--- src/rtl/des_key_sequencer.sv ---
// DES key-schedule sequencer: walks the post-PC1 {C,D} register through the
// 16 rounds (forward for encrypt, reverse for decrypt) and presents each
// {Cn,Dn} value to an external PC2 with a valid/ack handshake.
// Build option: define DES_KEY_ZEROIZE_EN to clear the CD register whenever
// no round value is being presented (IDLE, DONE, after abort).
//
// state | meaning
// IDLE  | ready for start; no round value presented
// RUN   | presenting round value, advancing on cd_ack
// DONE  | one-cycle done pulse after the last round is acked
module des_key_sequencer #(
  parameter logic [15:0] SHIFT_MAP = 16'h8103
) (
  input  logic        clk,
  input  logic        rst,
  input  logic        start,
  input  logic        decrypt,
  input  logic [55:0] pc1_key,
  output logic        ready,
  output logic [55:0] cd_out,
  output logic        cd_valid,
  input  logic        cd_ack,
  output logic [3:0]  key_num,
  output logic [3:0]  round,
  input  logic        abort,
  output logic        done
);

  typedef enum logic [1:0] {
    IDLE = 2'd0,
    RUN  = 2'd1,
    DONE = 2'd2
  } state_t;

  state_t      state_q, state_d;
  logic [55:0] cd_q, cd_d;
  logic [3:0]  round_q, round_d;
  logic        dec_q, dec_d;

  logic        first_by2;
  logic        fwd_by2;
  logic        rev_by2;

  // Each 28-bit half rotates on its own; bits never cross between C and D.
  function automatic logic [27:0] rotl28(input logic [27:0] x, input logic by2);
    return by2 ? {x[25:0], x[27:26]} : {x[26:0], x[27]};
  endfunction

  function automatic logic [27:0] rotr28(input logic [27:0] x, input logic by2);
    return by2 ? {x[1:0], x[27:2]} : {x[0], x[27:1]};
  endfunction

  // Rotation amount per round: a clear SHIFT_MAP bit means rotate by two.
  always_comb begin
    first_by2 = ~SHIFT_MAP[0];
    fwd_by2   = ~SHIFT_MAP[round_q + 4'd1];
    rev_by2   = ~SHIFT_MAP[4'd15 - round_q];
  end

  // State register; reset overrides every other input.
  always_ff @(posedge clk) begin
    if (rst) begin
      state_q <= IDLE;
    end else begin
      state_q <= state_d;
    end
  end

  // Next-state logic; abort takes priority over the final ack.
  always_comb begin
    state_d = state_q;
    case (state_q)
      IDLE: if (start) state_d = RUN;
      RUN: begin
        if (abort) begin
          state_d = IDLE;
        end else if (cd_ack && (round_q == 4'd15)) begin
          state_d = DONE;
        end
      end
      DONE:    state_d = IDLE;
      default: state_d = IDLE;
    endcase
  end

  // Outputs decoded from state; key_num only carries meaning while valid.
  always_comb begin
    ready    = (state_q == IDLE);
    cd_valid = (state_q == RUN);
    done     = (state_q == DONE);
    round    = round_q;
    key_num  = 4'd0;
    if (state_q == RUN) begin
      key_num = dec_q ? (4'd15 - round_q) : round_q;
    end
    cd_out = cd_q;
  end

  // Datapath next values: CD register, round position and direction latch.
  always_comb begin
    cd_d    = cd_q;
    round_d = round_q;
    dec_d   = dec_q;
    case (state_q)
      IDLE: begin
        round_d = 4'd0;
`ifdef DES_KEY_ZEROIZE_EN
        cd_d = 56'd0;
`endif
        if (start) begin
          dec_d = decrypt;
          // Decrypt starts at C16/D16, which equals C0/D0 after a full turn.
          cd_d  = decrypt ? pc1_key
                          : {rotl28(pc1_key[55:28], first_by2),
                             rotl28(pc1_key[27:0], first_by2)};
        end
      end
      RUN: begin
        if (abort) begin
          round_d = 4'd0;
`ifdef DES_KEY_ZEROIZE_EN
          cd_d = 56'd0;
`endif
        end else if (cd_ack) begin
          if (round_q == 4'd15) begin
            round_d = 4'd0;
`ifdef DES_KEY_ZEROIZE_EN
            cd_d = 56'd0;
`endif
          end else begin
            round_d = round_q + 4'd1;
            cd_d    = dec_q ? {rotr28(cd_q[55:28], rev_by2), rotr28(cd_q[27:0], rev_by2)}
                            : {rotl28(cd_q[55:28], fwd_by2), rotl28(cd_q[27:0], fwd_by2)};
          end
        end
      end
      DONE: begin
        round_d = 4'd0;
`ifdef DES_KEY_ZEROIZE_EN
        cd_d = 56'd0;
`endif
      end
      default: round_d = 4'd0;
    endcase
  end

  // Datapath registers.
  always_ff @(posedge clk) begin
    if (rst) begin
      cd_q    <= 56'd0;
      round_q <= 4'd0;
      dec_q   <= 1'b0;
    end else begin
      cd_q    <= cd_d;
      round_q <= round_d;
      dec_q   <= dec_d;
    end
  end

endmodule

--- config.mk ---
export PLATFORM = sky130hd
export DESIGN_NAME = des_key_sequencer
export DESIGN_NICKNAME = d
export VERILOG_FILES = /design/src/rtl/des_key_sequencer.sv
export SDC_FILE = /design/constraint.sdc
export NUM_CORES = 1
export LEC_CHECK = 0
export BUFFER_PORTS_ARGS = -buffer_cell sky130_fd_sc_hd__buf_4
export CELL_PAD_IN_SITES_DETAIL_PLACEMENT = 0
export CELL_PAD_IN_SITES_GLOBAL_PLACEMENT = 2
export CORE_MARGIN = 10
export CORE_UTILIZATION = 33
export DETAILED_ROUTE_END_ITERATION = 8
export PLACE_DENSITY = 0.79
export RECOVER_POWER = 100
export SLEW_MARGIN = 20
export SYNTH_ARGS = -nofsm -noshare
export SYNTH_HDL_FRONTEND = slang
export SYNTH_SLANG_ARGS = --single-unit
--- constraint.sdc ---
create_clock -name clk -period 2.6 [get_ports clk]
set_input_delay 0.52 -clock clk [delete_from_list [all_inputs] [get_ports clk]]
set_output_delay 0.52 -clock clk [all_outputs]
set_load 0.01 [all_outputs]
* Word-level counts from Yosys, hierarchy flattened *
Memory sizes are Yosys's and may differ from the RTL's.
Index checks and enable logic that the tools add are counted.

storage, ports and cells
  register bits = 63
  memory bits (read-only) = 32
  memories = 2

cells by class
  $add $sub $neg = 2
  $lt $le $gt $ge = 2
  equal/unequal tests = 8
  mux-type cells = 20
  bitwise logic cells = 1
  reductions and logical operators = 7

memories
  name             words  bits a word  rd ports  clocked after Yosys merged registers in  wr ports  RTL line  RTL
  (no name shown)  16     1            1         0                                        0         57        rev_by2 = ~SHIFT_MAP[4'd15 - round_q];
  (no name shown)  16     1            1         0                                        0         56        fwd_by2 = ~SHIFT_MAP[round_q + 4'd1];

operator list
  kind                                                                           count
  56-bit 2-to-1 mux                                                              6
  28-bit 2-to-1 mux                                                              4
  56-bit case mux with 2 select lines                                            1
  4-bit 2-to-1 mux                                                               3
  4-bit by 5-bit less-than comparator with 1-bit output (second input constant)  2
  2-bit 2-to-1 mux                                                               3
  2-bit != test (second input constant)                                          3
  5-bit AND reduction                                                            1
  4-bit by 1-bit adder with 4-bit output (second input constant)                 1
  4-bit == test (second input constant)                                          1
  2-bit case mux with 2 select lines                                             1
  2-bit AND reduction                                                            2
  4-bit subtractor (first input constant)                                        1
  3-bit by 1-bit != test with 1-bit output (second input constant)               1
  3-bit OR reduction                                                             1
  2-bit by 1-bit == test with 1-bit output (second input constant)               1
  2-bit == test (second input constant)                                          1
  2-bit zero test                                                                1
  1-bit 2-to-1 mux                                                               2
  2-bit by 1-bit != test with 1-bit output (second input constant)               1
  2-bit nonzero test                                                             1
  1-bit logical AND                                                              1
  1-bit inverter                                                                 1

* Logic depth before layout (Yosys ltp) *
Gate-level depths: netlist of run 1.

  word-level depth = 9
  mapped depth = 10
  depth with buffers taken out = 7

* Least setup slack after synthesis of run 1 *
Ideal clock, no wire load.

  kind = register to register
  start = register round_q[1], in the netlist round[1]
  end = register cd_q[40], in the netlist cd_out[40]
  library setup time = 152 ps
  arrival = 2042 ps
  required time = 2448 ps
  path slack = 406 ps
  cell stages (with the launch flop) = 11
  buffers on the path = 3
  period minus slack after synthesis = 2194 ps
  cells stage by stage = dfxtp_1 > buf_2 > inv_1 > ha_1 > nand2b_1 > a21oi_1 > nor3_2 > buf_6 > buf_4 > mux2i_1 > a221oi_2

on the way
  longest elaborated chain between the ends = 9
  elaborated cells between the ends (all ways) = 16
  those cells by class = 2 x add/sub; 2 x eq/ne; 9 x mux; 1 x reduce/logical; 2 x memory

RTL lines
  item                                                                        RTL line  RTL
  start, declared                                                             37        logic [3:0] round_q, round_d;
  start signal, assigned                                                      155       round_q <= round_d;
  4-bit by 1-bit adder with 4-bit output or 4-bit subtractor (tied branches)  56, 57
  memory 16 x 1 bit (on tied branches)                                        n/a
  1-bit 2-to-1 mux (on tied branches)                                         56, 57
  28-bit 2-to-1 mux (on tied branches)                                        46, 50
  56-bit 2-to-1 mux                                                           132       cd_d = dec_q ? {rotr28(cd_q[55:28], rev_by2), rotr28(cd_q[27:0], rev_by2)}
  56-bit 2-to-1 mux                                                           125       if (round_q == 4'd15) begin
  56-bit 2-to-1 mux                                                           124       end else if (cd_ack) begin
  56-bit 2-to-1 mux                                                           119       if (abort) begin
  56-bit case mux with 2 select lines                                         104       case (state_q)
  end signal, assigned                                                        150       cd_q <= 56'd0;
  end signal, assigned                                                        154       cd_q <= cd_d;
  end, declared                                                               36        logic [55:0] cd_q, cd_d;

Parallel ways exist; a longest one is shown, timed or not. The select of a mux whose other input is x is not followed.
A chain may end at the register's enable or synchronous reset.

* Worst setup path in the final report of run 1 *
  start = register state_q[1]
  end = output key_num[3]

on the way
  longest elaborated chain between the ends = 2

RTL lines
  item                                      RTL line  RTL
  start, declared                           35        state_t state_q, state_d;
  start signal, assigned                    65        state_q <= state_d;
  2-bit by 1-bit == test with 1-bit output  93        if (state_q == RUN) begin
  4-bit 2-to-1 mux                          93
  end, declared                             23        output logic [3:0] key_num,

Every way passes these cells.

==> run_summary.xml, run 1 <==
<?xml version="1.0" encoding="UTF-8"?>
<metrics>
  <group name="outcome">
    <metric name="outcome" unit="">finished, final reports clean</metric>
  </group>
  <group name="sta">
    <metric name="timing.final.ws_setup" unit="ps">293</metric>
    <metric name="timing.hold.ws" unit="ps">522</metric>
    <metric name="final_clock_skew" unit="ps">6.70</metric>
    <metric name="hold_viol_final" unit="">0</metric>
    <metric name="post-route-period-util" unit="%">88.7</metric>
    <metric name="final_max_slew_viol_count" unit="">0</metric>
    <metric name="tightestPinTransition" unit="ps">954</metric>
    <metric name="setup_violators_final" unit="">0</metric>
    <metric name="post-route-min-period" unit="ps">2310</metric>
    <metric name="rsz0062_at_grt" unit="">false</metric>
    <metric name="max-slew-margin-rel" unit="%">36.3</metric>
    <metric name="clock.fmax" unit="GHz">0.433</metric>
    <metric name="final.setup.tns" unit="ps">0</metric>
  </group>
  <group name="grt">
    <metric name="grt_remaining_overflow" unit="">0</metric>
    <metric name="antenna_found_initial" unit="">0</metric>
    <metric name="first_global_vias" unit="">6248</metric>
    <metric name="first_pass_grt_wire_length" unit="um">34900</metric>
    <metric name="grt_max_degree" unit="">63</metric>
    <metric name="globalRouteTotalUtil" unit="%">17.3</metric>
  </group>
  <group name="logic_synthesis">
    <metric name="synth-seq-area-share" unit="%">20.1</metric>
    <metric name="postSynthNetCount" unit="">843</metric>
    <metric name="synth-adder-area-share" unit="%">0.599</metric>
    <metric name="post_synth_inst_count" unit="">778</metric>
    <metric name="mappedNetlistArea" unit="um^2">6260</metric>
    <metric name="synth_top_family_by_area" unit="">compound AO/OA/AOI/OAI gates</metric>
    <metric name="yosys.area_share.simple" unit="%">16.6</metric>
    <metric name="synth_area_in_compound_gates" unit="%">33.8</metric>
    <metric name="synthMuxAreaShare" unit="%">21.7</metric>
    <metric name="mean_syn_cell_area" unit="um^2">8.05</metric>
    <metric name="post_synthesis_register_bit_count" unit="">63</metric>
    <metric name="ys_warn_count" unit="">0</metric>
    <metric name="asyncSetResetFlopFracSynth" unit="%">0</metric>
    <metric name="synth_top_flop_cell" unit="">dfxtp_1</metric>
    <metric name="synth_edf_count" unit="">0</metric>
    <metric name="netlist-cell-type-count" unit="">43</metric>
    <metric name="post_synth_xor_area_fraction" unit="%">0.559</metric>
  </group>
  <group name="cts">
    <metric name="cts_hold_buf" unit="">0</metric>
    <metric name="max-clock-path-buffers" unit="">2</metric>
    <metric name="worst_skew_pair.late_latency" unit="ps">340</metric>
    <metric name="max_h_tree_level" unit="">3</metric>
    <metric name="tritoncts" unit="">yes</metric>
    <metric name="clk_root_buffer_cell" unit="">clkbuf_16</metric>
    <metric name="clkSinkCount" unit="">63</metric>
    <metric name="cts_buffers" unit="">9</metric>
    <metric name="cts_setup_buffers" unit="">0</metric>
    <metric name="postCtsResizedCells" unit="">0</metric>
    <metric name="clk_pin_slew" unit="ps">50</metric>
  </group>
  <group name="worst_setup_path">
    <metric name="worst-endpoint-arrival" unit="ps">1790</metric>
    <metric name="timing.critical_path.to_type" unit="">output pin</metric>
    <metric name="reg2reg_from" unit="">round[1]</metric>
    <metric name="path_max_fanout" unit="">22</metric>
    <metric name="required" unit="ps">2080</metric>
    <metric name="r2r_cells" unit="">6</metric>
    <metric name="start_kind" unit="">register</metric>
    <metric name="worst-setup-path-type" unit="">reg2out</metric>
    <metric name="destination_of_the_worst_register_to_register_timing_path" unit="">cd_out[13]</metric>
    <metric name="timing.reg2reg.setup_slack" unit="ps">300</metric>
  </group>
  <group name="placement">
    <metric name="finalWeightedCongestion" unit="">0.774</metric>
    <metric name="dp_hpwl" unit="um">15000</metric>
    <metric name="portBuffers" unit="">128</metric>
    <metric name="dpl_worst_slack" unit="ps">281</metric>
  </group>
  <group name="power_and_ir_drop">
    <metric name="power.internal" unit="W">0.00218</metric>
    <metric name="p_comb_share" unit="%">28.9</metric>
    <metric name="netSwitchingFraction" unit="%">35.3</metric>
    <metric name="leakagePower" unit="nW">2.78</metric>
    <metric name="peakVddDrop" unit="V">0.000315</metric>
    <metric name="seq_power_share" unit="%">37.3</metric>
    <metric name="pwr-share-clk" unit="%">33.8</metric>
    <metric name="power-per-cell-area" unit="nW/um^2">455</metric>
    <metric name="power.switching" unit="W">0.00119</metric>
  </group>
  <group name="final_layout">
    <metric name="final_common_cell" unit="">mux2i_1</metric>
    <metric name="highest_count_cells_in_the_layout_ignoring_fill_and_taps" unit="">mux2i_1 (131), nand2_1 (130), buf_4 (78)</metric>
    <metric name="multiInputGateArea" unit="um^2">4540</metric>
    <metric name="seqCellArea" unit="um^2">1260</metric>
    <metric name="fillCellCount" unit="">1985</metric>
    <metric name="syn2layout_area_growth" unit="%">18.0</metric>
    <metric name="drive_above_1_share" unit="%">15.4</metric>
    <metric name="n_antenna_cell" unit="">0</metric>
    <metric name="design.final.nets" unit="">926</metric>
    <metric name="fin_util" unit="%">39.5</metric>
  </group>
  <group name="hold_path">
    <metric name="timing.hold.worst_path_depth" unit="">3</metric>
    <metric name="hold_path_startpoint" unit="">cd_ack</metric>
    <metric name="min_to" unit="">round[1]</metric>
    <metric name="hold_class" unit="">in2reg</metric>
  </group>
  <group name="routing">
    <metric name="dr.first_iter.drc_count" unit="">507</metric>
    <metric name="remaining_drc_errors" unit="">0</metric>
    <metric name="detail_route.wirelength" unit="um">22100</metric>
    <metric name="route.vias.total" unit="">6501</metric>
    <metric name="avgRoutedWirePerCell" unit="um">20.1</metric>
    <metric name="drt-pass1-iter-count" unit="">5</metric>
    <metric name="post_drt_via_cell_ratio" unit="">5.92</metric>
    <metric name="ant_nets" unit="">0</metric>
  </group>
  <group name="die">
    <metric name="io_pins" unit="">129</metric>
    <metric name="fp.coreArea" unit="um^2">18700</metric>
    <metric name="die_w" unit="um">158</metric>
    <metric name="floorplan.die.height" unit="um">158</metric>
    <metric name="std_cell_rows" unit="">50</metric>
    <metric name="starting_density_of_the_core" unit="%">33.5</metric>
    <metric name="die_area" unit="um^2">24900</metric>
  </group>
  <group name="flow_run">
    <metric name="cap_viol_max_count" unit="">0</metric>
  </group>
</metrics>
[cell families (layout without fill, tap and decap cells)]
logic type,after synthesis,count (layout)
XOR/XNOR,4,4
flip-flops,63,63
buffers and inverters,86,172
AND/OR/NAND/NOR,215,215
AO/OA/AOI/OAI,272,272
adder cells (fa/ha/maj),3,3
multiplexers,135,135
[power by group through the flow]
| stage | registers (W) | logic (W) | clock network, W |
|---|---|---|---|
| after detailed placement | 0.00127 | 0.00107 | 0 |
| after global routing | 0.00128 | 0.00108 | 0.00121 |
| after floorplan | 0.00124 | 0.000641 | 0 |
| after global placement | 0.00127 | 0.00106 | 0 |
| after CTS | 0.00125 | 0.00107 | 0.00117 |
| final | 0.00126 | 0.000974 | 0.00114 |
[metal layers]
metal | vias to the layer above | GRT usage, % | part of all wire [%]
li1 | 3122 | - | -
met4 | 0 | 5.08 | 1.1
met5 | - | 0 | 0
met1 | 3144 | 23.5 | 48
met2 | 222 | 26.6 | 45
met3 | 13 | 3.83 | 6.3
[worst max-delay path, stage by stage (launching register included)]
cell      delay [ps]
dfxtp_1          360
nand2b_1         580
a21oi_1          320
clkbuf_1         180
[through the flow]
stage               std cells  power [W]  area [um^2]
global route             1098    0.00356         7390
floorplan                 778    0.00188         6260
CTS                      1098    0.00350         7720
detailed placement       1084    0.00234         7460
finish                   1098    0.00337         7390
global placement         1084    0.00233         7460
[registers in the layout, summed over array words and instances, names as in the netlist]
| name | count |
|---|---|
| round | 4 |
| state_q | 2 |
| cd_out | 56 |
| dec_q | 1 |
[cell usage after synthesis, types with 23 or more instances]
library cell,count,area (um^2)
mux2i_1,131,1310
nand2_1,130,488
o21ai_0,77,385
dfxtp_1,63,1260
a21oi_1,44,220
clkbuf_1,40,150
nor2b_1,36,225
a211oi_1,33,248
a221o_1,33,330
a221oi_2,32,480
buf_2,24,120
a311oi_1,23,201
[worst max path at each step]
stage	start	to	slack [ps]	cells past startpoint
CTS	round[1]	cd_out[13]	310	6
floorplan	round[1]	cd_out[40]	410	10
detailed placement	abort	cd_out[52]	280	6
finish	state_q[1]	key_num[3]	290	3
global route	round[1]	cd_out[6]	110	6
global placement	abort	cd_out[52]	320	6
[cell type report]
type / instances / area share (%)
Clock buffer: 13 / 3.52
Multi-Input combinational cell: 629 / 61.4
Tap cell: 234 / 3.96
Clock inverter: 1 / 0.0677
Timing Repair Buffer: 154 / 13.8
Sequential cell: 63 / 17.1
Inverter: 4 / 0.203
Power figures use the tool's default switching activity.
==> run 2: changes to the inputs <==
--- a/config.mk
+++ b/config.mk
@@ -9,9 +9,9 @@
 export CELL_PAD_IN_SITES_DETAIL_PLACEMENT = 0
 export CELL_PAD_IN_SITES_GLOBAL_PLACEMENT = 2
 export CORE_MARGIN = 10
-export CORE_UTILIZATION = 33
+export CORE_UTILIZATION = 30
 export DETAILED_ROUTE_END_ITERATION = 8
-export PLACE_DENSITY = 0.79
+export PLACE_DENSITY = 0.76
 export RECOVER_POWER = 100
 export SLEW_MARGIN = 20
 export SYNTH_ARGS = -nofsm -noshare
==> constraint.sdc (replaced) <==
create_clock -name clk -period 1.9 [get_ports clk]
set_input_delay 0.38 -clock clk [delete_from_list [all_inputs] [get_ports clk]]
set_output_delay 0.38 -clock clk [all_outputs]
set_load 0.01 [all_outputs]
==> run_summary.xml, run 2 (synthesis gave the netlist of run 1 again) <==
<?xml version="1.0" encoding="UTF-8"?>
<metrics>
  <group name="worst_setup_path">
    <metric name="r2r_cells" unit="">9</metric>
    <metric name="path_max_fanout" unit="">12</metric>
    <metric name="crit_cells" unit="">9</metric>
    <metric name="path_buf_inv" unit="">3</metric>
    <metric name="worst-endpoint-arrival" unit="ps">2170</metric>
    <metric name="start_kind" unit="">register</metric>
    <metric name="critPathSlowestCell" unit="">dfxtp_4</metric>
    <metric name="timing.critical_path.to_type" unit="">register</metric>
    <metric name="required" unit="ps">2110</metric>
    <metric name="cp_delay_by_family_top" unit="">simple AND/OR/NAND/NOR gates</metric>
    <metric name="critPathMaxStageDelay" unit="ps">380</metric>
    <metric name="worst-setup-path-type" unit="">reg2reg</metric>
    <metric name="crit_path_cell_trace" unit="">inv_4 -&gt; ha_4 -&gt; nand2b_4 -&gt; a21oi_4 -&gt; nor3_4 -&gt; buf_12 -&gt; buf_12 -&gt; mux2i_2 -&gt; a311oi_1</metric>
    <metric name="timing.critical_path.mode_cell" unit="">buf_12</metric>
  </group>
  <group name="final_layout">
    <metric name="drive_above_1_share" unit="%">32.5</metric>
    <metric name="final_common_cell" unit="">buf_4</metric>
    <metric name="number_of_flip_flops_in_the_largest_register" unit="">56</metric>
    <metric name="n_antenna_cell" unit="">0</metric>
    <metric name="highest_count_cells_in_the_layout_ignoring_fill_and_taps" unit="">buf_4 (169), nand2_1 (130), mux2i_1 (109)</metric>
    <metric name="number_of_standard_cells_in_the_final_layout_excluding_fillers" unit="">1174</metric>
    <metric name="fillCellCount" unit="">2082</metric>
    <metric name="syn2layout_area_growth" unit="%">35.0</metric>
    <metric name="design.final.nets" unit="">964</metric>
  </group>
  <group name="routing">
    <metric name="remaining_drc_errors" unit="">0</metric>
    <metric name="drt-pass1-iter-count" unit="">5</metric>
    <metric name="dr.first_iter.drc_count" unit="">453</metric>
    <metric name="avgRoutedWirePerCell" unit="um">19.8</metric>
    <metric name="detail_route.wirelength" unit="um">23200</metric>
    <metric name="ant_nets" unit="">0</metric>
    <metric name="post_drt_via_cell_ratio" unit="">5.53</metric>
    <metric name="route.vias.total" unit="">6490</metric>
  </group>
  <group name="sta">
    <metric name="rsz0062_at_grt" unit="">true</metric>
    <metric name="clock.fmax" unit="GHz">0.510</metric>
    <metric name="max-slew-margin-rel" unit="%">62.2</metric>
    <metric name="post-route-min-period" unit="ps">1960</metric>
    <metric name="setup_violators_final" unit="">49</metric>
    <metric name="timing.hold.ws" unit="ps">372</metric>
    <metric name="final.setup.tns" unit="ps">-1160</metric>
    <metric name="final_clock_skew" unit="ps">5.51</metric>
    <metric name="post-route-period-util" unit="%">103</metric>
    <metric name="final_max_slew_viol_count" unit="">0</metric>
    <metric name="timing.final.ws_setup" unit="ps">-58.9</metric>
    <metric name="tightestPinTransition" unit="ps">565</metric>
    <metric name="hold_viol_final" unit="">0</metric>
  </group>
  <group name="cts">
    <metric name="worst_skew_pair.late_latency" unit="ps">340</metric>
    <metric name="cts_buffers" unit="">9</metric>
    <metric name="max-clock-path-buffers" unit="">2</metric>
    <metric name="clk_root_buffer_cell" unit="">clkbuf_16</metric>
    <metric name="max_h_tree_level" unit="">3</metric>
    <metric name="clkSinkCount" unit="">63</metric>
    <metric name="tritoncts" unit="">yes</metric>
    <metric name="clk_pin_slew" unit="ps">50</metric>
    <metric name="cts_hold_buf" unit="">0</metric>
  </group>
  <group name="grt">
    <metric name="globalRouteTotalUtil" unit="%">16.7</metric>
    <metric name="antenna_found_initial" unit="">0</metric>
    <metric name="first_global_vias" unit="">6393</metric>
    <metric name="first_pass_grt_wire_length" unit="um">36800</metric>
    <metric name="grt_remaining_overflow" unit="">0</metric>
    <metric name="grt_max_degree" unit="">76</metric>
  </group>
  <group name="die">
    <metric name="std_cell_rows" unit="">52</metric>
    <metric name="starting_density_of_the_core" unit="%">30.8</metric>
    <metric name="io_pins" unit="">129</metric>
    <metric name="floorplan.die.height" unit="um">164</metric>
    <metric name="fp.coreArea" unit="um^2">20400</metric>
    <metric name="die_w" unit="um">164</metric>
    <metric name="die_area" unit="um^2">27100</metric>
  </group>
  <group name="power_and_ir_drop">
    <metric name="leakagePower" unit="nW">3.35</metric>
    <metric name="peakVddDrop" unit="V">0.000410</metric>
    <metric name="power-per-cell-area" unit="nW/um^2">569</metric>
  </group>
  <group name="placement">
    <metric name="dp_hpwl" unit="um">15800</metric>
    <metric name="finalWeightedCongestion" unit="">0.789</metric>
    <metric name="placed_cells_incl_taps" unit="">1147</metric>
    <metric name="portBuffers" unit="">128</metric>
  </group>
  <group name="hold_path">
    <metric name="hold_class" unit="">in2reg</metric>
    <metric name="timing.hold.worst_path_depth" unit="">3</metric>
  </group>
  <group name="outcome">
    <metric name="violations" unit="">setup timing</metric>
    <metric name="outcome" unit="">finished, violations left</metric>
  </group>
  <group name="flow_run">
    <metric name="cap_viol_max_count" unit="">0</metric>
  </group>
</metrics>
[run 2: cell types whose count changed in the layout (fill, tap and decap cells not counted), moves of 10 or more]
cell | before | now
clkbuf_1 | 69 | 3
a221oi_1 | 14 | 1
mux2i_1 | 131 | 109
mux2i_2 | 0 | 16
buf_4 | 78 | 169
buf_12 | 9 | 19
a221oi_2 | 21 | 33
[run 2: repair_timing]
action                     CTS  global route
gates resized for setup     29            29
pin swaps                   11            26
setup endpoints to repair   59            61
buffers inserted             9             2
cloned                       2             0
[run 2: worst min-delay path: stages]
cell and delay (ps):
buf_4 160, nand3_1 70, a21oi_1 60
[run 2: path summary, 6_finish.rpt]
| kind | end | slack (ps) | startpoint |
|---|---|---|---|
| worst max register to register | cd_out[0] | -60 | round[1] |
| worst min-delay path | round[0] | 370 | cd_ack |
| worst max-delay path | cd_out[0] | -60 | round[1] |
| worst min register to register | round[0] | 560 | round[0] |
[run 2: per-layer routing]
metal	up-vias	GRT usage (%)	share of wire (%)
met4	0	4.27	1.1
met5	-	0	0
met3	16	3.68	6.0
li1	3200	-	-
met1	3107	23.3	49
met2	167	25.4	44
[run 2: area by class of cell]
type / count / area [um^2] / area share [%]
multi-input cells: 630 / 4880 / 57.8
repair buffers: 191 / 1690 / 19.9
flip-flops and latches: 63 / 1270 / 15.0
well taps: 270 / 338 / 3.99
clock buffers: 12 / 236 / 2.80
clock inverters: 4 / 22.5 / 0.266
inverters: 4 / 17.5 / 0.207
[run 2: per-stage QoR]
| step | worst slack (ps) | power, W | util (%) | area, um^2 |
|---|---|---|---|---|
| floorplan | -53.2 | 0.00257 | - | 6320 |
| global placement | -87.2 | 0.00325 | 38.5 | 7850 |
| detailed placement | -128 | 0.00325 | 38.5 | 7850 |
| CTS | -88.4 | 0.00482 | 41.0 | 8350 |
| global route | -204 | 0.00510 | 41.5 | 8460 |
| finish | -58.9 | 0.00481 | 41.5 | 8460 |
[run 2: power breakdown]
| group | switching, W | leakage, nW | internal [W] | total, W |
|---|---|---|---|---|
| sequential | 0.000275 | 0.523 | 0.00145 | 0.00172 |
| combinational | 0.000801 | 2.70 | 0.000773 | 0.00157 |
| clock | 0.000637 | 0.126 | 0.000877 | 0.00151 |
| total | 0.00171 | 3.35 | 0.00310 | 0.00481 |
